<file path="src/rtl/spi_ctrl.sv">
// rtl/spi_ctrl.sv - SPI mode-0 transfer sequencer driving the shift datapath control pins
//
// Purpose: one full-duplex WIDTH-bit MSB-first transfer per start request.
//          Sequence: IDLE -> LOAD -> LEAD -> (HIGH -> LOW) x WIDTH -> TRAIL -> DONE -> IDLE.
// Ports:
//   clk           system clock, rising edge
//   rst           asynchronous active-high reset
//   start         transfer request, sampled only in IDLE
//   sclk          SPI serial clock (CPOL=0)
//   cs_n          chip select, active low
//   i_load        parallel-load strobe to datapath shift register
//   i_en          one-cycle shift enable per bit (captures MISO)
//   tbuf_mosi_oe  MOSI tristate enable
//   done          one-cycle strobe, loads datapath receive buffer
//   busy          high from LOAD through DONE inclusive
module spi_ctrl #(
    parameter int WIDTH  = 16,
    parameter int CLKDIV = 2
) (
    input  logic clk,
    input  logic rst,
    input  logic start,
    output logic sclk,
    output logic cs_n,
    output logic i_load,
    output logic i_en,
    output logic tbuf_mosi_oe,
    output logic done,
    output logic busy
);

    localparam int DIV_W = (CLKDIV > 1) ? $clog2(CLKDIV) : 1;
    localparam int BIT_W = (WIDTH > 1) ? $clog2(WIDTH) : 1;
    localparam logic [DIV_W-1:0] DIV_LAST = DIV_W'(CLKDIV - 1);
    localparam logic [BIT_W-1:0] BIT_LAST = BIT_W'(WIDTH - 1);

    typedef enum logic [2:0] {
        S_IDLE,
        S_LOAD,
        S_LEAD,
        S_HIGH,
        S_LOW,
        S_TRAIL,
        S_DONE
    } state_t;

    state_t           r_state;
    state_t           w_state_nx;
    logic [DIV_W-1:0] r_div_cnt;
    logic [DIV_W-1:0] w_div_cnt_nx;
    logic [BIT_W-1:0] r_bit_cnt;
    logic [BIT_W-1:0] w_bit_cnt_nx;
    logic             w_div_exp;
    logic             w_timed_nx;

    logic w_sclk_nx;
    logic w_cs_n_nx;
    logic w_load_nx;
    logic w_en_nx;
    logic w_oe_nx;
    logic w_done_nx;
    logic w_busy_nx;

    always_comb begin
        w_state_nx   = r_state;
        w_bit_cnt_nx = r_bit_cnt;
        w_div_exp    = (r_div_cnt == DIV_LAST);

        case (r_state)
            S_IDLE:  if (start) w_state_nx = S_LOAD;
            S_LOAD: begin
                w_bit_cnt_nx = '0;
                w_state_nx   = S_LEAD;
            end
            S_LEAD:  if (w_div_exp) w_state_nx = S_HIGH;
            S_HIGH:  if (w_div_exp) w_state_nx = S_LOW;
            S_LOW: begin
                if (w_div_exp) begin
                    if (r_bit_cnt == BIT_LAST) begin
                        w_state_nx = S_TRAIL;
                    end else begin
                        w_bit_cnt_nx = r_bit_cnt + 1'b1;
                        w_state_nx   = S_HIGH;
                    end
                end
            end
            S_TRAIL: if (w_div_exp) w_state_nx = S_DONE;
            S_DONE:  w_state_nx = S_IDLE;
            default: w_state_nx = S_IDLE;
        endcase

        // The divider only runs inside the timed states and restarts on every transition.
        w_timed_nx = (w_state_nx == S_LEAD) || (w_state_nx == S_HIGH) ||
                     (w_state_nx == S_LOW)  || (w_state_nx == S_TRAIL);
        if (!w_timed_nx || (w_state_nx != r_state)) begin
            w_div_cnt_nx = '0;
        end else begin
            w_div_cnt_nx = r_div_cnt + 1'b1;
        end

        // Outputs are the Moore decode of the next state, registered below, so each
        // output equals the decode of the current state but comes straight from a flop.
        w_sclk_nx = (w_state_nx == S_HIGH);
        w_cs_n_nx = (w_state_nx == S_IDLE) || (w_state_nx == S_DONE);
        w_load_nx = (w_state_nx == S_LOAD);
        w_en_nx   = (w_state_nx == S_HIGH) && (w_div_cnt_nx == '0);
        w_oe_nx   = !w_cs_n_nx;
        w_done_nx = (w_state_nx == S_DONE);
        w_busy_nx = (w_state_nx != S_IDLE);
    end

    always_ff @(posedge clk or posedge rst) begin
        if (rst) begin
            r_state      <= S_IDLE;
            r_div_cnt    <= '0;
            r_bit_cnt    <= '0;
            sclk         <= 1'b0;
            cs_n         <= 1'b1;
            i_load       <= 1'b0;
            i_en         <= 1'b0;
            tbuf_mosi_oe <= 1'b0;
            done         <= 1'b0;
            busy         <= 1'b0;
        end else begin
            r_state      <= w_state_nx;
            r_div_cnt    <= w_div_cnt_nx;
            r_bit_cnt    <= w_bit_cnt_nx;
            sclk         <= w_sclk_nx;
            cs_n         <= w_cs_n_nx;
            i_load       <= w_load_nx;
            i_en         <= w_en_nx;
            tbuf_mosi_oe <= w_oe_nx;
            done         <= w_done_nx;
            busy         <= w_busy_nx;
        end
    end

endmodule

</file>
<file path="config.mk">
export PLATFORM = sky130hd
export DESIGN_NAME = spi_ctrl
export DESIGN_NICKNAME = d
export VERILOG_FILES = /design/src/rtl/spi_ctrl.sv
export SDC_FILE = /design/constraint.sdc
export NUM_CORES = 1
export LEC_CHECK = 0
export ABC_AREA = 0
export BUFFER_PORTS_ARGS = -buffer_cell sky130_fd_sc_hd__buf_2
export CELL_PAD_IN_SITES_DETAIL_PLACEMENT = 0
export CELL_PAD_IN_SITES_GLOBAL_PLACEMENT = 1
export CORE_UTILIZATION = 37
export CTS_CLUSTER_SIZE = 16
export DETAILED_ROUTE_END_ITERATION = 16
export PLACE_DENSITY = 0.79
export SETUP_SLACK_MARGIN = 0.4
export SYNTH_ARGS = -nofsm -noshare
export SYNTH_HDL_FRONTEND = slang
export SYNTH_SLANG_ARGS = --single-unit
</file>
<file path="constraint.sdc">
create_clock -name clk -period 1.2 [get_ports clk]
set_input_delay 0.18 -clock clk [delete_from_list [all_inputs] [get_ports clk]]
set_output_delay 0.18 -clock clk [all_outputs]
set_load 0.05 [all_outputs]
</file>
# Word-level counts from Yosys, hierarchy flattened
# Index checks and enable logic that the tools add are counted.
# word_totals
out_inout_bits	7
input_bits	3
regBits	15
# classes
bitwise_logic	1
n_eq_ne	15
n_addsub	2
n_reduce_logical	13
mux	11
# ops
cell	n
$mux W3	6
$pmux W3 S6	1
$eq A3 B3 Y1 const B	5
$eq A3 B2 Y1 const B	4
$mux W4	2
$pmux W4 S2	1
$eq A3 B1 Y1 const B	2
$logic_not A3 Y1	2
$logic_or A1 B1 Y1	5
$add A4 B1 Y4 const B	1
$eq A4 B4 Y1 const B	1
$ne A2 B2 Y1 const B	2
$ne A3 B3 Y1	1
$reduce_and A3 Y1	1
$reduce_bool A3 Y1	1
$logic_not A1 Y1	2
$reduce_bool A2 Y1	1
$add A1 B1 Y1 const B	1
$logic_and A1 B1 Y1	1
$mux W1	1
$not A1 Y1	1

# Longest topological paths before layout
# Gate-level depths: netlist of the first run.
# logic_depth
word_depth	13
depth_mapped	5
mapped_depth_nobuf	5

# Least setup slack after synthesis of the first run
# No wires, ideal clock.
# synth_path
path_kind	reg-to-reg
start	register r_bit_cnt[0]
end	register r_state[1]
slack_ns	-0.100
path_stages_with_launch	5
t_arrival_ns	1.174
required_ns	1.074
setup_ns	0.126
cell_sequence	dfrtp_1 -> ha_1 -> nand3_1 -> and2_1 -> a221o_2
# synth_via
elab_chain_cells	4
# synth_lines
element	line	rtl
start, declared	51	logic [BIT_W-1:0] r_bit_cnt;
start signal, assigned	127	r_bit_cnt <= w_bit_cnt_nx;
$eq A4 B4 Y1	79	if (r_bit_cnt == BIT_LAST) begin
$mux W3	79	
$mux W3	78	if (w_div_exp) begin
$pmux W3 S6	69	case (r_state)
named net w_state_nx[1]	48	state_t w_state_nx;
end signal, assigned	125	r_state <= w_state_nx;
end, declared	47	state_t r_state;
# The timed path passes the listed nets, and every way through them passes these cells.
# A chain may end at the register's enable or synchronous reset.

# Worst setup path in the final report of the first run
# Same ends and word-level chain as after synthesis.

==> impl_summary.md, run 1 <==
Outcome
The run finished, with violations left. The checks that failed: negative setup slack.

Setup path
The peak per-stage delay on the critical path is 370 ps. Measured in cells, the most critical reg-to-reg path has a length of 4. The category of the critical setup timing path is reg -> reg.

The launch point of the worst reg-to-reg path is r_bit_cnt[0]. The maximum fanout count along the critical path is 4. The slowest stage of the critical path belongs to the cell sky130_fd_sc_hd__dfrtp_1.

The worst flop-to-flop path endpoint is r_state[1]. Across all register-to-register paths, the minimum setup slack is -80 ps. STA puts the critical path data required time at 1370 ps. The worst setup path is captured at a flip-flop. The kind of launch point of the worst setup path is a flip-flop. The signal on the critical path passes through ha_2 -> nand3_2 -> and2_4 -> a221o_2. The arrival time of data at the critical path endpoint is 1450 ps.

STA
The final hold violation count was 0. The maximum clock frequency is 0.7804 GHz. The final worst-path setup slack is -81.35 ps.

The max-slew violation count is 0. The clock arrives with 4.004 ps of skew. The worst pin sits at a relative slew slack of 80.95%.

Setup violations remaining at the end of the flow were counted as 4. At the pin with the least slew margin, the transition time is 285.2 ps. Of the available clock period, the critical path in the final layout requires 106.8%. Setup repair after global routing could not meet its margin everywhere. The routed design could run at a clock period as short as 1281 ps.

Cells and area
In the final layout, flip-flops and latches occupy 379.1 µm². The antenna cell count is 0. The library cell used most frequently in the layout, excluding fill and tap cells, is sky130_fd_sc_hd__buf_4. After the last flow step, the layout net total stands at 111.

The filler cells instantiated in the layout total 144. The top cell types in the final layout, fill and taps aside, are 17 x sky130_fd_sc_hd__buf_4, 14 x sky130_fd_sc_hd__buf_6, 12 x sky130_fd_sc_hd__dfrtp_1, 7 x sky130_fd_sc_hd__nand2_1, 4 x sky130_fd_sc_hd__a21oi_2. The layout cell share with drive strength beyond 1 is 60.38%. The area growth from synthesis to final layout is 64.86%. In the final layout, the multi-input gates occupy 405.4 µm². After the flow finishes, the layout carries non-filler instances totaling 131.

Global route
The all-layer global routing usage is 17.92%. The initial antenna violation count was 0. The maximum number of pins on one net before global-route repair is 16. The first global-routing pass estimated 2.622 mm of wire. For this run the aggregate overflow at the end of global routing stands at 0.

The number of global-route vias before repair is 619.

Route
The number of vias after detailed routing is 669. In the routed layout, each cell is associated on average with a via count of 5.107. The routed wirelength normalized by instance count is 13.06 µm. The first detailed-routing pass ran for 4 iterations. Wires add up to 1.711 mm. The first routing iteration left 6 violations. The remaining antenna violation count after routing is 0.

For this run, design rule violations remaining after detail routing come to 0.

Logic synthesis
The async set-or-reset flop fraction in the synthesized netlist is 100.0%. The top-area cell type share of the netlist area is 48.95%. Synthesis produced a netlist with a net count of 75. In this run the mean area of a mapped cell was 10.08 µm².

The number of synthesized register bits is 15. The synthesized design contains 0 enable-type register cells. The dominant cell type by area after synthesis is sky130_fd_sc_hd__dfrtp_1. After synthesis, the cell types taking the most area are sky130_fd_sc_hd__dfrtp_1 49%, sky130_fd_sc_hd__nand2_1 5.2%, sky130_fd_sc_hd__dfstp_2 3.7%. The number of cells produced by synthesis is 71. For this run, the register share of the synthesized area comes to 52.62%. The synthesized netlist occupies a cell area of 715.7 µm². The warning count from the yosys run is 0. The number of distinct library cells after synthesis is 29.

The most common flop cell mapped by yosys is sky130_fd_sc_hd__dfrtp_1.

Die
For this design the top-level I/O count stands at 10. The chip width is 45.98 µm. The height of the die is 45.98 µm.

The core region is 1764 µm². The die covers 2114 µm². For this configuration, the core starts out at a cell density of 40.57%. The row count is 15.

Placed design
The number of placed cells counting well taps is 117. The number of port buffers is 9. Before CTS, the worst setup slack after placement is -36.68 ps. The final weighted congestion in routability-driven placement is 0.7800. The HPWL reported at the end of detailed placement is 1.109 mm.

Worst hold path
The worst hold-check path type is in -> reg. The worst hold path begins at start. The worst hold path passes through 2 cells.

The endpoint of the worst hold-timing path is i_load.

CTS
Clock tree synthesis selected as its root buffer the cell sky130_fd_sc_hd__clkbuf_4. The number of clock buffers added by TritonCTS is 3. The clock net in this run drives a total of 15 sinks. The post-CTS clock slew at the launch and capture registers of the worst setup and hold paths is 80 ps. The clock tree from TritonCTS is done. The number of H-tree levels is 1. The worst-skew pair later-pin latency is 280 ps. In this run the deepest clock path goes through 2 buffers.

Power and ir drop
Dividing total power by cell area gives a power density of 687.0 nW/µm². Summed over all cells, the static leakage comes to 0.0005414 µW. Across the VDD grid, the largest voltage drop is 453.9 µV.

Run
The number of max-cap violations is 0.
[cell type report]
type	instances	share of cell area, %
Sequential cell	15	32.13
Timing Repair Buffer	35	27.15
Inverter	4	1.485
Multi-Input combinational cell	48	34.36
Clock buffer	4	2.227
Tap cell	25	2.651
[worst max path at each step]
stage,to,from,slack [ps]
floorplan,r_state[1],r_bit_cnt[0],-70
global route,sclk,r_bit_cnt[1],-110
CTS,r_state[1],r_bit_cnt[0],-50
detailed placement,r_state[1],r_bit_cnt[0],-40
global placement,r_state[1],r_bit_cnt[1],-3
finish,r_state[1],r_bit_cnt[0],-80
[logic make-up (layout without fill, tap and decap cells)]
group	Yosys count	in the layout	synth area share, %
and+or+nand+nor	29	29	22.73
AOI/OAI and AO/OA	17	17	15.73
DFF	15	15	52.62
buffers and inverters	8	43	5.768
adders and majority gates	1	1	1.748
muxes	1	1	1.399
[sequential cells by signal, summed over array words and instances, names as in the netlist]
| signal | flops |
|---|---|
| r_div_cnt | 1 |
| done | 1 |
| r_state | 3 |
| cs_n | 1 |
| i_load | 1 |
| r_bit_cnt | 4 |
| sclk | 1 |
| i_en | 1 |
| busy | 1 |
| tbuf_mosi_oe | 1 |
[Yosys cell counts, drive strengths merged (2+ instances only)]
cell type and number:
a21o 2, a21oi 5, buf 4, dfrtp 14, inv 4, nand2 10
nand2b 3, nand3 5, nor2 2, nor2b 3, o21ai 3
[critical path, delay by kind of cell (launching register included)]
kind	cells	cell delay (ps)
flip-flops	1	370
AND/OR/NAND/NOR	2	270
AO/OA/AOI/OAI	1	330
adder cells (fa/ha/maj)	1	200
[routing by layer]
layer / wire length, µm / global-route usage (%) / vias to the layer above
li1: - / - / 319
met1: 767 / 21.46 / 328
met2: 844 / 30.14 / 15
met3: 46 / 3.571 / 7
met4: 53 / 8.824 / 0
met5: 0 / 0 / -
[where the power goes]
| part | switching (µW) | leakage (µW) | internal [µW] | total, µW |
|---|---|---|---|---|
| Clock | 156 | 0.0000150 | 129 | 286 |
| Sequential | 0 | 0.000172 | 505 | 505 |
| Combinational | 12.1 | 0.000354 | 7.79 | 19.9 |
[stage by stage]
stage	util (%)	hold slack, ps	area [µm²]	setup TNS [ps]	total power, µW
after floorplan	-	80.76	777.0	-119.3	523.4
after global placement	52.62	187.0	928.4	-2.872	532.3
after detailed placement	52.62	191.6	928.4	-71.17	532.5
after CTS	61.06	196.4	1077	-150.8	809.9
after global routing	66.88	183.0	1180	-648.8	854.2
final	66.88	202.2	1180	-181.6	810.6
[what timing repair did]
item	4_1_cts	5_1_grt
gates resized for setup	24	16
setup endpoints to repair	22	22
hold buffers	1	0
pin swaps	4	4
buffers inserted	4	5
endpoints found under the hold margin	14	0
(Power assumes the default switching activity.)
==> run 2: changes to the inputs <==
--- a/config.mk
+++ b/config.mk
@@ -13,6 +13,7 @@
 export CTS_CLUSTER_SIZE = 16
 export DETAILED_ROUTE_END_ITERATION = 16
 export PLACE_DENSITY = 0.79
+export RECOVER_POWER = 25
 export SETUP_SLACK_MARGIN = 0.4
 export SYNTH_ARGS = -nofsm -noshare
 export SYNTH_HDL_FRONTEND = slang
==> run 2 against run 1 <==
The run still ends with negative setup slack left. Worst hold slack improved by 1.4 ps. Critical path depth stayed put. Count of clock-buffer cells in the layout unchanged. Maximum frequency grew 0.22%. Power is 0.40% lower. Clock skew shrank 1.1 ps. Final cell count did not move. Wire length up 0.29%. Setup slack improved by 2.8 ps. Register-to-register slack barely moved. Via count down 0.30%. Sequential power about the same. Critical endpoint unchanged.
==> impl_summary.md, run 2 (same netlist as run 1, synthesis figures left out) <==
Global route
Entering global routing, the biggest net connects 16 pins. The total overflow left after global routing is 0. The initial antenna violation count is 0.

The wire length of the first global-routing pass is 2.622 mm. The number of global-route vias before repair is 619. Global routing consumed, over all layers together, 17.92% of the routing resources.

CTS
The tree is rooted in a sky130_fd_sc_hd__clkbuf_4. Clock-pin slew was measured on the worst setup and hold paths at 80 ps. The clock tree from TritonCTS is done. The clock passes through at most 2 buffers. The number of clock sinks is 15. Buffers inserted during clock tree synthesis total 3.

The worst-skew pair later-pin latency is 280 ps. The number of H-tree levels is 1.

Route
In the routed design, unresolved DRC markers number 0. Summing over every cut layer, the via total after detailed routing is 667. Dividing the detail-routed via count by the number of cells gives 5.092. The routed wirelength normalized by instance count is 13.10 µm.

The routed wire length is 1.716 mm. In this run, the number of DRC markers left after iteration 0 of detailed routing was 6. The remaining antenna violation count after routing is 0. The iteration count of the initial detailed-routing pass is 4.

Setup path
At the worst endpoint, the required time is 1370 ps. The maximum fanout count along the critical path is 4. The kind of launch point of the worst setup path is a flip-flop.

Measured in cells, the most critical reg-to-reg path has a length of 4. By startpoint and endpoint, the worst setup path is classified as reg -> reg. In this run the critical register-to-register path is captured at r_state[1]. The worst setup path is captured at a flip-flop. In this run the critical register-to-register path is launched from r_bit_cnt[0]. For the worst setup path, the data arrival time is 1450 ps. The flop-to-flop setup slack is -80 ps.

STA
The actual slew at the worst max-slew pin is 366.6 ps. The post-route clock skew is 2.931 ps. The maximum clock frequency is 0.7822 GHz. Setup repair after global routing could not meet its margin everywhere.

Measured against its own limit, the worst slew margin works out to 75.56%. The max-slew violation count is 0. After routing, the total negative slack on setup checks comes to -169.7 ps. The shortest period the worst path allows is 1279 ps. In the finished design, the share of the clock period the worst path needs comes to 106.5%. Across all setup checks in the final design, the least slack found is -78.51 ps. The final hold violation count is 0. Setup violations remaining at the end of the flow were counted as 3.

Cells and area
The largest registers in the layout are r_bit_cnt (4), r_state (3). The register with the most flip-flops in the layout has 4 of them. The register ranked first by flip-flop count is r_bit_cnt. The net count of the finished layout is 111.

The antenna cell count is 0. The top cell types in the final layout, fill and taps aside, are 16 x sky130_fd_sc_hd__buf_4, 14 x sky130_fd_sc_hd__buf_6, 12 x sky130_fd_sc_hd__dfrtp_1, 7 x sky130_fd_sc_hd__nand2_1, 4 x sky130_fd_sc_hd__a21oi_2. The number of fill cells in the layout is 144. In the final layout, the share of cells above drive strength 1 is 60.38%. The area growth from synthesis to final layout is 64.51%. The leading cell type in the layout, fill and taps excluded is sky130_fd_sc_hd__buf_4.

Die
The total core area is 1764 µm². In this run the count of I/O pins placed on the die edge is 10. The chip width is 45.98 µm. Measured along the y axis, the die boundary spans 45.98 µm. The initial standard-cell utilization of the core is 40.57%. The floorplan has 15 rows.

The die covers 2114 µm².

Run
The number of max-cap violations is 0.

Worst hold path
The endpoint of the worst hold-timing path is i_load. The start point of the worst hold path is start. Counting instances, the worst hold path has a depth of 2. The path class of the tightest hold or removal check is in -> reg.

Outcome
The flow ran to the end, but the final reports show violations. The checks that failed: negative setup slack.

Power and ir drop
For this design the ratio of total power to cell area is 685.7 nW/µm². In this run the static leakage power is 0.0005407 µW. Overall power consumption after layout is estimated at 807.4 µW. VDD sags by at most 454.1 µV.

Placed design
The number of port buffers is 9. Routability-driven placement finished with a final weighted congestion of 0.7800. The worst setup slack before clock tree synthesis is -36.68 ps. The HPWL reported at the end of detailed placement is 1.109 mm.
run 2: stage by stage:
stage	area (µm²)	hold slack [ps]	utilization [%]	cells
after floorplan	777.0	80.76	-	71
after global placement	928.4	187.0	52.62	117
after detailed placement	928.4	191.6	52.62	117
after CTS	1077	196.4	61.06	126
after global routing	1177	183.0	66.74	131
final	1177	203.6	66.74	131
run 2: layout make-up:
| class | count | area (µm²) | area share (%) |
|---|---|---|---|
| multi-input combinational | 48 | 405.4 | 34.43 |
| sequential | 15 | 379.1 | 32.20 |
| timing repair buffer | 35 | 317.8 | 26.99 |
| tap | 25 | 31.28 | 2.657 |
| clock buffer | 4 | 26.28 | 2.232 |
| inverter | 4 | 17.52 | 1.488 |
run 2: how the worst max path moves through the flow:
| stage | startpoint | end | slack (ps) | cells after the start |
|---|---|---|---|---|
| 2_1_floorplan | r_bit_cnt[0] | r_state[1] | -70 | 4 |
| 3_3_place_gp | r_bit_cnt[1] | r_state[1] | -3 | 4 |
| 3_5_place_dp | r_bit_cnt[0] | r_state[1] | -40 | 4 |
| 4_1_cts | r_bit_cnt[0] | r_state[1] | -50 | 4 |
| 5_1_grt | r_bit_cnt[1] | sclk | -110 | 5 |
| 6_report | r_bit_cnt[0] | r_state[1] | -80 | 4 |
run 2: what timing repair did:
action                                  4_1_cts  5_1_grt
pin swaps                                     4        4
hold buffers                                  1        0
hold endpoints to repair                     14        0
endpoints found under the setup margin       22       22
resized for setup                            24       16
buffers inserted                              4        5
run 2: where the power goes:
part,internal [µW],switching [µW],total (µW)
sequential,505,0,505
clock,129,154,284
combinational,6.69,12.0,18.7
total,641,166,807
run 2: worst max-delay path, cell delays in order (launching register included):
cell	delay [ps]
sky130_fd_sc_hd__dfrtp_1	370
sky130_fd_sc_hd__ha_2	190
sky130_fd_sc_hd__nand3_2	110
sky130_fd_sc_hd__and2_4	160
sky130_fd_sc_hd__a221o_2	330
run 2: metal layers:
| layer | vias to the layer above | track usage [%] | part of all wire (%) | wire (µm) |
|---|---|---|---|---|
| li1 | 319 | - | - | - |
| met1 | 318 | 21.46 | 43 | 741 |
| met2 | 23 | 30.14 | 50 | 850 |
| met3 | 7 | 3.571 | 4.0 | 68 |
| met4 | 0 | 8.824 | 3.3 | 56 |
| met5 | - | 0 | 0 | 0 |
